File: src/rtl/countdown_pkg.sv
// rtl/countdown_pkg.sv - shared width constant and count type for the countdown timer
package countdown_pkg;

  localparam int COUNT_W = 8;

  typedef logic [COUNT_W-1:0] count_t;

endpackage

File: src/rtl/countdown_8bit_if.sv
// rtl/countdown_8bit_if.sv - control/status bundle between a timer client (master) and the timer (slave)
interface countdown_8bit_if
  import countdown_pkg::*;
#(
  parameter int WIDTH = COUNT_W
);

  logic             en;
  logic             load;
  logic [WIDTH-1:0] data_in;
  logic             auto;
  logic             out_en;
  logic [WIDTH-1:0] data_out;
  logic             tc;
  logic             running;

  modport master (
    output en, load, data_in, auto, out_en,
    input  data_out, tc, running
  );

  modport slave (
    input  en, load, data_in, auto, out_en,
    output data_out, tc, running
  );

endinterface

File: src/rtl/countdown_8bit.sv
// rtl/countdown_8bit.sv - loadable down-counter with one-cycle terminal-count pulse
// COUNTDOWN_AUTORELOAD_EN adds the reload register; without it every run is one-shot.
module countdown_8bit
  import countdown_pkg::*;
#(
  parameter int WIDTH = COUNT_W
) (
  input  logic              clk,
  input  logic              rst,
  countdown_8bit_if.slave   bus
);

  logic [WIDTH-1:0] r_count;
  logic             r_running;
  logic             r_tc;
  logic             w_auto;
  logic             w_terminal;

  assign w_terminal = (r_count == WIDTH'(1));

`ifdef COUNTDOWN_AUTORELOAD_EN
  logic [WIDTH-1:0] r_reload;

  assign w_auto = bus.auto;

  always_ff @(posedge clk) begin
    if (rst) begin
      r_reload <= '0;
    end else if (bus.load) begin
      r_reload <= bus.data_in;
    end
  end
`else
  // Folding auto to zero keeps the port wired while the select has no effect.
  assign w_auto = bus.auto & 1'b0;
`endif

  always_ff @(posedge clk) begin
    if (rst) begin
      r_count   <= '0;
      r_running <= 1'b0;
      r_tc      <= 1'b0;
    end else if (bus.load) begin
      r_count   <= bus.data_in;
      r_running <= (bus.data_in != '0);
      r_tc      <= 1'b0;
    end else if (bus.en && r_running) begin
      if (w_terminal) begin
        r_tc <= 1'b1;
        if (w_auto) begin
`ifdef COUNTDOWN_AUTORELOAD_EN
          r_count <= r_reload;
`else
          r_count <= '0;
`endif
        end else begin
          r_count   <= '0;
          r_running <= 1'b0;
        end
      end else begin
        r_count <= r_count - WIDTH'(1);
        r_tc    <= 1'b0;
      end
    end else begin
      r_tc <= 1'b0;
    end
  end

  assign bus.data_out = bus.out_en ? r_count : '0;
  assign bus.tc       = r_tc;
  assign bus.running  = r_running;

endmodule

File: src/flat_wrapper.sv
// flat-port wrapper written by rule: the top's interface ports become plain ports
module countdown_8bit_flat import countdown_pkg::*;
#(
  parameter int WIDTH = COUNT_W
)
  (clk, rst, bus_en, bus_load, bus_data_in, bus_auto, bus_out_en, bus_data_out, bus_tc, bus_running);
  countdown_8bit_if #(.WIDTH(WIDTH)) bus_i ();
  input  logic clk;
  input  logic rst;
  input wire logic [$bits(bus_i.en)-1:0] bus_en;
  input wire logic [$bits(bus_i.load)-1:0] bus_load;
  input wire logic [$bits(bus_i.data_in)-1:0] bus_data_in;
  input wire logic [$bits(bus_i.auto)-1:0] bus_auto;
  input wire logic [$bits(bus_i.out_en)-1:0] bus_out_en;
  output wire logic [$bits(bus_i.data_out)-1:0] bus_data_out;
  output wire logic [$bits(bus_i.tc)-1:0] bus_tc;
  output wire logic [$bits(bus_i.running)-1:0] bus_running;
  assign bus_i.en = bus_en;
  assign bus_i.load = bus_load;
  assign bus_i.data_in = bus_data_in;
  assign bus_i.auto = bus_auto;
  assign bus_i.out_en = bus_out_en;
  assign bus_data_out = bus_i.data_out;
  assign bus_tc = bus_i.tc;
  assign bus_running = bus_i.running;
  countdown_8bit #(.WIDTH(WIDTH)) u_core (.clk(clk), .rst(rst), .bus(bus_i));
endmodule
File: config.mk
export PLATFORM = sky130hd
export DESIGN_NAME = countdown_8bit_flat
export DESIGN_NICKNAME = d
export VERILOG_FILES = /design/src/rtl/countdown_pkg.sv /design/src/rtl/countdown_8bit_if.sv /design/src/rtl/countdown_8bit.sv /design/src/flat_wrapper.sv
export SDC_FILE = /design/constraint.sdc
export NUM_CORES = 1
export LEC_CHECK = 0
export ABC_AREA = 1
export CORE_ASPECT_RATIO = 1.1
export CORE_MARGIN = 4
export CORE_UTILIZATION = 44
export DETAILED_ROUTE_END_ITERATION = 6
export GPL_TIMING_DRIVEN = 0
export PLACE_DENSITY = 0.75
export SYNTH_ARGS = -nofsm -noshare
export SYNTH_HDL_FRONTEND = slang
export SYNTH_SLANG_ARGS = --single-unit
export TNS_END_PERCENT = 5
File: constraint.sdc
create_clock -name clk -period 1.63 [get_ports clk]
set_input_delay 0.326 -clock clk [delete_from_list [all_inputs] [get_ports clk]]
set_output_delay 0.326 -clock clk [all_outputs]
set_load 0.01 [all_outputs]
## Word level (Yosys, flattened, before mapping)

Index checks and enable logic that the tools add are counted.

- Memories: 0
- Input port bits: 14
- Memory bits (read-only): 0
- Bits in latches: 0
- Logic and storage cells: 20
- Register bits: 10
- Bits in writable memories: 0

- Muxes and demuxes: 8
- Div/mod/pow operators: 0
- Shift-type cells: 0
- $mul: 0
- $add $sub $neg: 1
- Equality and inequality tests: 1
- Reductions and logical operators: 6
- Bitwise operators: 1
- $lt $le $gt $ge: 0

Operator list:

| operator | number |
|---|---|
| 8-bit 2-to-1 mux | 4 |
| 8-bit by 1-bit equality test with 1-bit output, second input constant | 1 |
| 8-bit nonzero test | 1 |
| 8-bit by 1-bit subtractor with 8-bit output, second input constant | 1 |
| 1-bit 2-to-1 mux | 4 |
| 2-bit nonzero test | 2 |
| 3-bit OR reduction | 1 |
| 2-bit AND reduction | 1 |
| 1-bit logical AND | 1 |
| 1-bit inverter | 1 |

## Depth between registers and ports, before layout

- Depth in word-level cells: 4
- Mapped depth: 7

## Worst setup path before layout

No wires, ideal clock.

- Path type: flip-flop to flip-flop
- From: reg u_core.r_count[1]
- To: reg u_core.r_count[4]
- Required time: 1.502 ns
- Path buffers: 0
- Stages on the path, launching flop included: 8
- Data arrival time: 1.015 ns
- Setup slack: 0.487 ns
- Cell sequence: dfxtp_1 inv_1 ha_1 nand3_1 nor2_4 nor2_4 a21oi_1 nor2_1

- Longest elaborated chain between the ends: 4
- Elaborated cells between the ends (all ways): 5
- Those cells by class: add/sub (1); eq/ne (1); mux (3)

RTL lines:

| what | line | source |
|---|---|---|
| start, declared | countdown_8bit.sv:13 | `logic [WIDTH-1:0] r_count;` |
| start signal, assigned | countdown_8bit.sv:44 | `r_count <= bus.data_in;` |
| start signal, assigned | countdown_8bit.sv:61 | `r_count <= r_count - WIDTH'(1);` |
| 8-bit by 1-bit subtractor with 8-bit output / 8-bit by 1-bit equality test with 1-bit output (equally long branches) | countdown_8bit.sv:61, countdown_8bit.sv:19 |  |
| 8-bit 2-to-1 mux (*) | countdown_8bit.sv:48 | `if (w_terminal) begin` |
| 8-bit 2-to-1 mux (*) | countdown_8bit.sv:47 | `end else if (bus.en && r_running) begin` |
| 8-bit 2-to-1 mux (*) | countdown_8bit.sv:43 | `end else if (bus.load) begin` |

Every way passes the cells marked *; elsewhere a longest branch is shown, timed or not. The select of a mux whose other input is x is not followed.
A chain may end at the register's enable or synchronous reset.

## Worst setup path after layout

- From: reg u_core.r_count[5]
- To: out bus_data_out[5]

- Longest elaborated chain between the ends: 1

RTL lines:

| what | line | source |
|---|---|---|
| 8-bit 2-to-1 mux | countdown_8bit.sv:69 | `assign bus.data_out = bus.out_en ? r_count : '0;` |
| end, declared | flat_wrapper.sv:15 | `output wire logic [$bits(bus_i.data_out)-1:0] bus_data_out;` |

No other way between the ends.

==> summary.txt <==
CTS H-tree depth - 1
Antenna violations before repair - 0
All-layer global routing usage - 17.2%
Startpoint Class - register
Worst setup EP type - output pin
Metal2 WL - 837 um
Final global-route overflow total - 0
Critical path peak fanout - 5
Post-layout util - 69.3%
Hold Path Origin - rst
Synth Cell Area - 708 um^2
GP Congestion - 0.829
Synth Register Bits - 10
Wire length on met1 - 788 um
Max stage delay on crit path - 0.52 ns
Layout cell share with drive strength beyond 1 - 12.7%
Die area - 2320 um^2
Row cnt - 14
Final instance area - 996 um^2
Antenna cells - 0
TritonRoute pass-1 iters - 4
Most common cell after layout, fill and taps aside - inv_1
Final Hold Viols - 0
Power share of the sequential group - 39.6%
Endpoint of the worst register-to-register path - u_core.r_count[2]
I/O pins - 24
Worst rel slew slack - 67.8%
R2R Path Start - u_core.r_count[1]
Met3 Wirelength - 141 um
Largest net degree at the start of global routing - 11
CTS tree - done
Worst-Margin Slew - 0.482 ns
Worst Hold Path Cells - 2
Internal power - 480 uW
Nets - 159
Hold WC Path Type - in -> reg
Warning count from the yosys run - 0
Status - finished, final reports clean
Crit path cell chain - nand2_1 > inv_1 > clkdlybuf4s50_1
Top routing layer in use - met4
Core Area - 1440 um^2
Clock sink count - 10
Most frequent cells in the layout - inv_1 (31), nand2_1 (22), clkdlybuf4s50_1 (14)
Top delay family on crit path - buffers and inverters
Maximum VDD drop - 0.548 mV
Area Overhead vs Synth - 40.6%
Worst Hold End - u_core.r_count[4]
Synthesized instance count - 118
Die height - 50.1 um
Power Dens Cells - 702 nW/um^2
Final Max Slew Viols - 0
Worst-Skew Late Latency - 0.27 ns
# port buffers - 20
Slowest library cell on the worst path - clkdlybuf4s50_1
Final setup vio count - 0
First-pass GRT wire length - 2.92 mm
RSZ-0062 raised after global routing - false
Drt drc - 0
Sw Pwr - 219 uW
Max Freq - 629 MHz
Root buffer cell - clkbuf_4
Average size of a mapped cell - 6.00 um^2
Final Skew - 0.00693 ns
Total Neg Setup Slack - 0 ns
Register-to-Register Path Depth - 7
Post-DP Area - 928 um^2
Pleak - 0.000584 uW
Final WL - 1.81 mm
Post-DRT Antenna Nets - 0
Arrival time at the worst endpoint - 1.26 ns
Sw Share - 31.4%
DPL Wire Length - 1.35 mm
Buffers and inverters on the worst path - 2
CTS Buf Count - 3
Worst R2R Setup Slack - 0.35 ns
Sequential share of the synthesized area - 28.3%
Critical Path RT - 1.30 ns
Clock buffer depth - 2
Via count - 785
Average wire per cell in the routed design - 11.4 um
Worst setup path class - reg -> out
Drt initial violations - 17
Clock share of power - 33.5%
Via density per instance - 4.97
Max-Cap Viols - 0
Comb power frac - 26.9%
Syn Nets - 134
Min Tclk post-route - 1.59 ns
Vias in the first global route - 720
Worst-path clk slew - 0.08 ns
Die W - 46.3 um
Period utilization - 97.5%
Initial Utilization - 49.3%
Distinct cells, synth - 20
[worst max path at each step]
stage / startpoint / to / cells after the start
3_3_place_gp: bus_load / u_core.r_count[6] / 6
2_1_floorplan: u_core.r_count[1] / u_core.r_count[4] / 7
5_1_grt: u_core.r_count[5] / bus_data_out[5] / 3
6_report: u_core.r_count[5] / bus_data_out[5] / 3
3_5_place_dp: bus_load / u_core.r_count[2] / 6
4_1_cts: u_core.r_count[3] / bus_data_out[3] / 3
[Yosys cell counts (all sizes together)]
master  instances  area [um^2]
inv            32          120
nand2          25          101
nor2           13         66.3
dfxtp          10          200
nand3           9         45.0
a21oi           8         40.0
o22ai           6         37.5
o21ai           5         25.0
clkbuf          2         7.51
ha              2         25.0
nand4           2         12.5
a31oi           1         6.26
nor4            1         6.26
or2             1         6.26
xor2            1         8.76
[logic make-up (layout without fill, tap and decap cells)]
| family | count (synthesis) | after routing | share of synthesized area (%) |
|---|---|---|---|
| AND/OR/NAND/NOR | 51 | 51 | 33.6 |
| buffers and inverters | 34 | 58 | 18.0 |
| AO/OA/AOI/OAI | 20 | 20 | 15.4 |
| flip-flops | 10 | 10 | 28.3 |
| XOR/XNOR | 1 | 1 | 1.24 |
| adder cells (fa/ha/maj) | 2 | 2 | 3.53 |
[sequential cells by signal (all words and copies together) (netlist names)]
name and flops:
u_core.bus.tc 1, u_core.bus.running 1, u_core.r_count 8
[layer usage]
metal / vias up / global-route usage (%)
li1: 416 / -
met1: 341 / 21.0
met2: 24 / 26.6
met3: 4 / 3.27
met4: 0 / 10.4
met5: - / 0
[layout make-up]
type,instances,area [um^2]
Fill cell,130,440
Sequential cell,10,215
Buffer,2,8.76
Inverter,32,120
Timing Repair Buffer,20,215
Clock buffer,4,36.3
Multi-Input combinational cell,74,380
Tap cell,16,20.0
[what timing repair did]
item | CTS | global route
hold buffers | 0 | 0
endpoints found under the setup margin | 4 | 8
hold endpoints to repair | 0 | 0
cloned | 0 | 0
setup buffers | 0 | 0
resized for setup | 5 | 12
[through the flow]
| stage | hold slack (ns) | setup WS, ns | total power [uW] | cells |
|---|---|---|---|---|
| floorplan | 0.487 | 0.487 | 399 | 118 |
| global placement | 0.483 | 0.00152 | 468 | 154 |
| detailed placement | 0.499 | -0.00949 | 471 | 154 |
| CTS | 0.454 | 0.00412 | 707 | 158 |
| global route | 0.488 | 0.00198 | 748 | 158 |
| finish | 0.462 | 0.0406 | 699 | 158 |
[power by group through the flow]
stage	clock, uW	sequential [uW]	combinational [uW]
after floorplan	0	279	120
after global placement	0	282	186
after detailed placement	0	282	189
after CTS	239	277	190
after global routing	255	280	212
final	234	277	188
Note: power is estimated with default switching activity, not from simulation.
